<file path="src/rtl/cnn_seq_pkg.sv">
// cnn_seq_pkg: shared state type and sizing helpers for the CNN frame sequencer
package cnn_seq_pkg;
  typedef enum logic [2:0] {IDLE, STREAM, WAIT_RES, HOLD, RECOVER} seq_state_t;
  function automatic int npix(input int dim);
    return dim * dim;
  endfunction
  function automatic int cnt_w(input int n);
    return n < 2 ? 1 : $clog2(n);
  endfunction
  function automatic int max2(input int a, input int b);
    return a > b ? a : b;
  endfunction
endpackage

</file>
<file path="src/rtl/sat_counter.sv">
// sat_counter: synchronous active-low reset counter that sticks at all-ones
module sat_counter #(
  parameter int W = 16
) (
  input  logic         clk,
  input  logic         rst,
  input  logic         en,
  output logic [W-1:0] cnt
);
  always_ff @(posedge clk)
    cnt <= !rst ? '0 : (en && cnt != '1) ? cnt + W'(1) : cnt;
endmodule

</file>
<file path="src/rtl/cnn_frame_sequencer.sv">
// cnn_frame_sequencer: gates whole camera frames into the CNN and returns one digit per frame
module cnn_frame_sequencer
  import cnn_seq_pkg::*;
#(
  parameter int IMG_DIM     = 30,
  parameter int PIX_W       = 8,
  parameter int DIGIT_W     = 4,
  parameter int TIMEOUT_CYC = 200000,
  parameter int RST_CYC     = 8,
  parameter int CNT_W       = 16
) (
  input  logic               clk,
  input  logic               rst,
  input  logic               eof_i,
  input  logic [PIX_W-1:0]   pix_i,
  input  logic               pix_i_valid,
  output logic [PIX_W-1:0]   cnn_pix_o,
  output logic               cnn_pix_o_valid,
  output logic               cnn_rst_n,
  input  logic [DIGIT_W-1:0] cnn_digit_i,
  input  logic               cnn_digit_i_valid,
  output logic [DIGIT_W-1:0] digit_o,
  output logic               digit_o_valid,
  output logic               busy_o,
  output logic               timeout_o,
  output logic [CNT_W-1:0]   drop_cnt_o,
  output logic [CNT_W-1:0]   err_cnt_o
);
  localparam int NPIX = npix(IMG_DIM);
  localparam int PC_W = cnt_w(NPIX);
  localparam int WD_W = cnt_w(max2(TIMEOUT_CYC, RST_CYC));
  seq_state_t state, nxt;
  logic [PC_W-1:0] pix_cnt;
  logic [WD_W-1:0] wd;
  logic eof_pend, fwd, last, expire, got, short_frame, timed_out;
  assign fwd         = state == STREAM && pix_i_valid;
  assign last        = fwd && pix_cnt == PC_W'(NPIX - 1);
  assign expire      = wd == WD_W'(TIMEOUT_CYC - 1);
  assign got         = state == WAIT_RES && cnn_digit_i_valid;
  assign short_frame = state == STREAM && eof_i && !last;
  assign timed_out   = state == WAIT_RES && expire && !cnn_digit_i_valid;
  always_comb begin
    nxt = state;
    case (state)
      IDLE:     nxt = eof_i ? STREAM : IDLE;
      STREAM:   nxt = last ? WAIT_RES : eof_i ? RECOVER : STREAM;
      WAIT_RES: nxt = cnn_digit_i_valid ? HOLD : expire ? RECOVER : WAIT_RES;
      HOLD:     nxt = (eof_pend || eof_i) ? STREAM : HOLD;
      RECOVER:  nxt = wd == WD_W'(RST_CYC - 1) ? IDLE : RECOVER;
      default:  nxt = IDLE;
    endcase
  end
  always_ff @(posedge clk) begin
    if (!rst) begin
      state           <= IDLE;
      pix_cnt         <= '0;
      wd              <= '0;
      eof_pend        <= 1'b0;
      cnn_pix_o       <= '0;
      cnn_pix_o_valid <= 1'b0;
      cnn_rst_n       <= 1'b0;
      digit_o         <= '0;
      digit_o_valid   <= 1'b0;
      busy_o          <= 1'b0;
      timeout_o       <= 1'b0;
    end else begin
      state           <= nxt;
      pix_cnt         <= nxt != state ? '0 : pix_cnt + PC_W'(fwd);
      wd              <= nxt != state ? '0 : wd + WD_W'(state == WAIT_RES || state == RECOVER);
      eof_pend        <= (nxt == WAIT_RES || nxt == HOLD) && (eof_pend || eof_i);
      cnn_pix_o       <= fwd ? pix_i : cnn_pix_o;
      cnn_pix_o_valid <= fwd;
      cnn_rst_n       <= nxt != RECOVER;
      digit_o         <= got ? cnn_digit_i : digit_o;
      digit_o_valid   <= got;
      busy_o          <= nxt == STREAM || nxt == WAIT_RES;
      timeout_o       <= got ? 1'b0 : timed_out ? 1'b1 : timeout_o;
    end
  end
  sat_counter #(.W(CNT_W)) u_drop (
    .clk(clk),
    .rst(rst),
    .en (pix_i_valid && state != STREAM),
    .cnt(drop_cnt_o)
  );
  sat_counter #(.W(CNT_W)) u_err (
    .clk(clk),
    .rst(rst),
    .en (short_frame || timed_out),
    .cnt(err_cnt_o)
  );
endmodule

</file>
<file path="config.mk">
export PLATFORM = sky130hd
export DESIGN_NAME = cnn_frame_sequencer
export DESIGN_NICKNAME = d
export VERILOG_FILES = /design/src/rtl/cnn_seq_pkg.sv /design/src/rtl/sat_counter.sv /design/src/rtl/cnn_frame_sequencer.sv
export SDC_FILE = /design/constraint.sdc
export NUM_CORES = 1
export LEC_CHECK = 0
export CORE_MARGIN = 1
export CORE_UTILIZATION = 53
export DETAILED_ROUTE_END_ITERATION = 10
export PLACE_DENSITY = 0.92
export SYNTH_ARGS = -nofsm -noshare
export SYNTH_HDL_FRONTEND = slang
export SYNTH_SLANG_ARGS = --single-unit
</file>
<file path="constraint.sdc">
create_clock -name clk -period 3.6 [get_ports clk]
set_clock_uncertainty 0.1 [all_clocks]
set_input_delay 0.72 -clock clk [delete_from_list [all_inputs] [get_ports clk]]
set_output_delay 0.72 -clock clk [all_outputs]
set_load 0.02 [all_outputs]
</file>
After elaboration in Yosys (flattened, before gate mapping)
Index checks and enable logic that the tools add are counted.

Register bits after elaboration: 81. Bits in latches: 0. Memory bits (writable): 0. ROM bits: 0. Input port bits: 17. Output and inout port bits: 49. Word-level logic and storage cells: 62. Memories: 0.

Add/sub/neg operators: 4. Multiply operators: 0. Div/mod/pow operators: 0. Order comparisons: 0. Equal/unequal tests: 15. Shift operators: 0. Mux-type cells: 8. Bitwise operators: 1. Reduce and logical (&&, ||, !) cells: 21.

Operator list (count): $add A16 B1 Y16 const B (2); $ne A16 B16 Y1 const B (2); $add A18 B1 Y18 (1); $eq A18 B18 Y1 const B (1); $eq A18 B3 Y1 const B (1); $mux W3 (5); $pmux W3 S5 (1); $eq A3 B2 Y1 const B (4); $logic_and A1 B1 Y1 (11); $add A10 B1 Y10 (1); $eq A10 B10 Y1 const B (1); $eq A3 B1 Y1 const B (2); $logic_or A1 B1 Y1 (5); $reduce_or A2 Y1 (2); $eq A3 B3 Y1 const B (1); $logic_not A3 Y1 (1); $ne A3 B1 Y1 const B (1); $ne A3 B3 Y1 (1); $ne A3 B3 Y1 const B (1); $logic_not A1 Y1 (2); $mux W2 (1); $mux W1 (1); $not A1 Y1 (1).

Longest topological paths before layout
Depth in word-level cells: 8. Depth in mapped cells: 11. Mapped depth without buffers: 10.

Hierarchy
From an unflattened synthesis, not the netlist that was laid out.

Cells, all modules: 434. Area total of the unflattened synthesis: 3895.0 um^2.

Modules (own cells, without submodules): cnn_frame_sequencer (instances 1, cells each 240, area each 2220.9 um^2, sequential area each 980.9 um^2); sat_counter (instances 2, cells each 97, area each 837.1 um^2, sequential area each 320.3 um^2).

Least setup slack after synthesis
Ideal clock, no wire load.

Kind: register to register. Start point: register pix_cnt[2]. End point: register pix_cnt[2]. Setup time: 0.089 ns. Arrival time: 2.418 ns. Required time: 3.411 ns. Slack: 0.993 ns. Stages on the path, launching flop included: 8. Path buffers: 2. Clock period less this slack: 2.607 ns. Cells stage by stage: dfxtp_1 -> or4b_4 -> o41ai_4 -> a2bb2oi_2 -> or4b_1 -> buf_2 -> buf_6 -> nor4_2.

Longest elaborated chain between the ends: 6. Elaborated cells between the ends (all ways): 7. Those cells by class: 1 x add/sub; 2 x eq/ne; 2 x mux; 2 x reduce/logical.

RTL lines: from (decl) (line cnn_frame_sequencer.sv:33) `logic [PC_W-1:0] pix_cnt;`; from (signal assigned) (line cnn_frame_sequencer.sv:68) `pix_cnt <= nxt != state ? '0 : pix_cnt + PC_W'(fwd);`; $eq A10 B10 Y1 (line cnn_frame_sequencer.sv:37) `assign last = fwd && pix_cnt == PC_W'(NPIX - 1);`; $logic_and A1 B1 Y1 (line cnn_frame_sequencer.sv:37); $mux W3 (line cnn_frame_sequencer.sv:46) `STREAM: nxt = last ? WAIT_RES : eof_i ? RECOVER : STREAM;`; $pmux W3 S5 (line cnn_frame_sequencer.sv:44) `case (state)`; $ne A3 B3 Y1 (line cnn_frame_sequencer.sv:68); $reduce_or A2 Y1 (no line).

Several ways; a longest one is shown, not always the timed one. A chain may end at the register's enable or synchronous reset.

Worst setup path in the final report
Start point: register state[0]. End point: register pix_cnt[8].

Longest elaborated chain between the ends: 7. Elaborated cells between the ends (all ways): 12. Those cells by class: 1 x add/sub; 5 x eq/ne; 2 x mux; 4 x reduce/logical.

RTL lines: from (decl) (line cnn_frame_sequencer.sv:32) `seq_state_t state, nxt;`; from (signal assigned) (line cnn_frame_sequencer.sv:67) `state <= nxt;`; $eq A3 B1 Y1 * (line cnn_frame_sequencer.sv:36) `assign fwd = state == STREAM && pix_i_valid;`; $logic_and A1 B1 Y1 * (line cnn_frame_sequencer.sv:36); net fwd (line cnn_frame_sequencer.sv:35) `logic eof_pend, fwd, last, expire, got, short_frame, timed_out;`; $logic_and A1 B1 Y1 (line cnn_frame_sequencer.sv:37); $mux W3 (line cnn_frame_sequencer.sv:46); $pmux W3 S5 (line cnn_frame_sequencer.sv:44); $ne A3 B3 Y1 (line cnn_frame_sequencer.sv:68); $reduce_or A2 Y1 (no line).

The timed path passes the listed nets; every way through them passes the cells marked *.

==> flow_summary.yaml <==
cts:
  cts_resized: 0
  clock-sinks: 81
  cts_tree: "done"
  htree_levels: 3
  clk_pin_slew_ns: 0.08
  clock_latency_ns: 0.36
  postCtsHoldBufs: 0
  cts_buffers: 9
  postCtsSetupBuffers: 0
  clockRootBuffer: "clkbuf_8"
  clock_path_buffers: 2
route:
  detail_route.first_pass.iterations: 5
  vias: 3623
  dr.first_iter.drc_count: 179
  drc: 0
  drt_wl_total_mm: 9.08
  ant_nets: 0
  post_drt_wl_per_cell_um: 14.7
  post_drt_via_cell_ratio: 5.84
floorplanning:
  num_io_pins: 66
  num_rows: 31
  initial_utilization_pct: 54.6
  die_x_um: 88.5
  dieHeight_um: 88.5
  coreArea_mm2: 0.00725
  dieArea_mm2: 0.00782
synthesis:
  syn_area_mm2: 0.00396
  synth_edf_count: 0
  synth_cells: 456
  synth_area_per_cell_um2: 8.69
  synth_ff_type: "dfxtp_1"
  synth-seq-cells: 81
  ys_seq_area_share_pct: 40.9
  synth_nets: 479
  yosysWarnings: 0
  synthArstFlopShare_pct: 0
  ys_types: 55
timing:
  period_needed_ns: 2.84
  rsz0062_at_grt: "no"
  hold_viol_final: 0
  final.period_utilization_pct: 79.0
  setup_viol: 0
  finalSetupTns_ns: 0
  worstMarginPinSlew_ns: 0.823
  slew_headroom_pct: 45.0
  max_freq_ghz: 0.352
  finalMaxSlewViolations: 0
cells_and_area:
  drive_above_1_share_pct: 9.98
  syn_to_final_growth_pct: 23.5
  nNetsFinal: 539
  design_area_mm2: 0.00489
  final_util_pct: 67.4
  n_antenna_cell: 0
run_status:
  status: "completed"
critical_path:
  critical_path.top_delay_family: "simple AND/OR/NAND/NOR gates"
  reg2reg_from: "state[0]"
  r2r-end: "pix_cnt[8]"
  cp_num_buf_inv: 1
  max_stage_delay_ns: 0.57
  worst_path_max_delay_cell: "dfxtp_1"
  endpoint_kind: "flip-flop"
  startpoint_type: "flip-flop"
  path_class: "flip-flop to flip-flop"
  critPathArrivalTime_ns: 3.00
  reg2regPathDepth: 10
  worstSetupStartpoint: "state[0]"
  critPathMaxFanout: 13
  cp.depth: 10
  cp-endpoint: "pix_cnt[8]"
  reg2reg_slack_ns: 0.76
  required_ns: 3.76
  path_cells: "nor3b_1, nand2_1, clkinv_1, ha_1, ha_1, nand3_1, nor2_1, nand3_1, xor2_1, nor4_2"
grt:
  grt_pass1_wl_mm: 14.6
  grt_pass1_vias: 3241
  overflow: 0
  antenna_found_initial: 0
  grt_start_max_net_pins: 39
  grt.total_usage_pct: 23.8
placed_design:
  gp_congestion: 0.845
  dpl-instance-area_mm2: 0.00470
  portBuffers: 65
  place_hpwl_mm: 6.30
pwr:
  power.internal_uw: 1290
  leakage_uw: 0.00153
  pwr-share-clk_pct: 37.3
  p_per_area_mw_per_mm2: 352
  irDropWorstVdd_v: 0.000198
  p_sw_share_pct: 24.8
  combPwrFrac_pct: 9.1
  switching_power_uw: 427
  seqPwrFrac_pct: 53.6
flow_run:
  maxCapViolCount: 0
hold_path:
  hp-class: "flip-flop to flip-flop"
## worst min path at each step
| stage | start | to | cells after the start |
|---|---|---|---|
| 2_1_floorplan | pix_cnt[9] | pix_cnt[9] | 2 |
| 3_3_place_gp | cnn_pix_o[5] | cnn_pix_o[5] | 2 |
| 3_5_place_dp | cnn_pix_o[5] | cnn_pix_o[5] | 2 |
| 4_1_cts | cnn_pix_o[5] | cnn_pix_o[5] | 2 |
| 5_1_grt | cnn_pix_o[2] | cnn_pix_o[2] | 2 |
| 6_report | cnn_pix_o[5] | cnn_pix_o[5] | 2 |
## power by group through the flow
stage / combinational (uW) / clock (uW) / sequential (uW)
2_1_floorplan: 91.3 / 0 / 949
6_report: 157 / 642 / 922
3_3_place_gp: 149 / 0 / 942
5_1_grt: 169 / 689 / 923
3_5_place_dp: 155 / 0 / 943
4_1_cts: 156 / 651 / 921
## synth_stat cells (all sizes together), types with 2 or more instances
master | number | area, um2
mux2i | 11 | 110
and3 | 5 | 31.3
inv | 9 | 33.8
clkbuf | 23 | 86.3
a21oi | 22 | 110
o31ai | 6 | 45.0
nor3b | 2 | 15.0
o41ai | 2 | 36.3
nor2b | 2 | 12.5
or4 | 7 | 52.6
buf | 4 | 31.3
or3 | 5 | 31.3
a31oi | 2 | 12.5
or4b | 3 | 33.8
ha | 6 | 75.1
nor3 | 23 | 115
xor2 | 9 | 78.8
nand4b | 2 | 17.5
nor2 | 36 | 135
xnor2 | 26 | 228
nand2b | 6 | 37.5
dfxtp | 81 | 1620
and2 | 2 | 12.5
o21ai | 10 | 50.1
and4 | 3 | 26.3
or3b | 3 | 26.3
a211oi | 3 | 22.5
nand2 | 56 | 210
nor4 | 36 | 325
nand3 | 21 | 105
nand4 | 12 | 75.1
o21a | 2 | 15.0
## metal layers
metal | global-route usage, % | part of all wire [%]
met3 | 5.60 | 6.4
met4 | 10.1 | 2.2
met5 | 0 | 0
met1 | 28.8 | 42
met2 | 40.4 | 49
## through the flow
| step | setup slack, ns | hold WS [ns] | total power (uW) | std cells |
|---|---|---|---|---|
| after floorplan | 0.993 | 0.408 | 1040 | 456 |
| after global routing | 0.479 | 0.382 | 1780 | 620 |
| after detailed placement | 0.409 | 0.346 | 1100 | 604 |
| final | 0.757 | 0.357 | 1720 | 620 |
| after CTS | 0.715 | 0.357 | 1730 | 620 |
| after global placement | 0.488 | 0.342 | 1090 | 604 |
## worst register-to-register path, stage by stage (launching register included)
cell and delay [ns]:
dfxtp_1 0.57, nor3b_1 0.47, nand2_1 0.35, clkinv_1 0.14
ha_1 0.20, ha_1 0.19, nand3_1 0.12, nor2_1 0.19
nand3_1 0.11, xor2_1 0.16, nor4_2 0.14
## sequential cells by signal, indices dropped and copies added (netlist names)
name	flops
wd	18
digit_o	4
cnn_rst_n	1
busy_o	1
pix_cnt	10
state	3
eof_pend	1
u_err.cnt	16
u_drop.cnt	16
cnn_pix_o_valid	1
timeout_o	1
digit_o_valid	1
cnn_pix_o	8
## layout by cell type (no fill, tap or decap), types with 3 or more instances in the layout
cell             synthesis  layout
mux2i_1                 11      11
xor2_1                   9       9
nand2_1                 56      56
nor4_2                  16      16
a21oi_1                 22      22
nand4_1                 12      12
nor4_1                  20      20
clkbuf_8                 0       9
nor3_1                  23      23
clkdlybuf4s50_1          0      65
inv_1                    8       8
o31ai_1                  6       6
or3b_2                   3       3
and4_1                   3       3
nand2b_1                 6       6
or3_1                    5       5
nor2_1                  36      35
and3_1                   5       5
nand3_1                 21      21
xnor2_1                 26      26
a211oi_1                 3       3
ha_1                     6       6
buf_4                    0      11
o21ai_0                 10      10
dfxtp_1                 81      81
or4_1                    7       7
## final cells by class
class,instances,area (um2)
flip-flops and latches,81,1620
fillers,588,2360
inverters,10,37.5
repair buffers,76,733
clock inverters,5,56.3
well taps,99,124
multi-input cells,338,2190
clock buffers,11,131
## kinds of logic after synthesis
group | count (synthesis) | synth area share, %
buffers and inverters | 37 | 3.92
flip-flops | 81 | 40.9
multiplexers | 11 | 2.78
XOR/XNOR | 35 | 7.74
AO/OA/AOI/OAI | 59 | 10.2
adder cells (fa/ha/maj) | 6 | 1.90
AND/OR/NAND/NOR | 227 | 32.5
No activity file was read; power rests on OpenSTA's default activity.
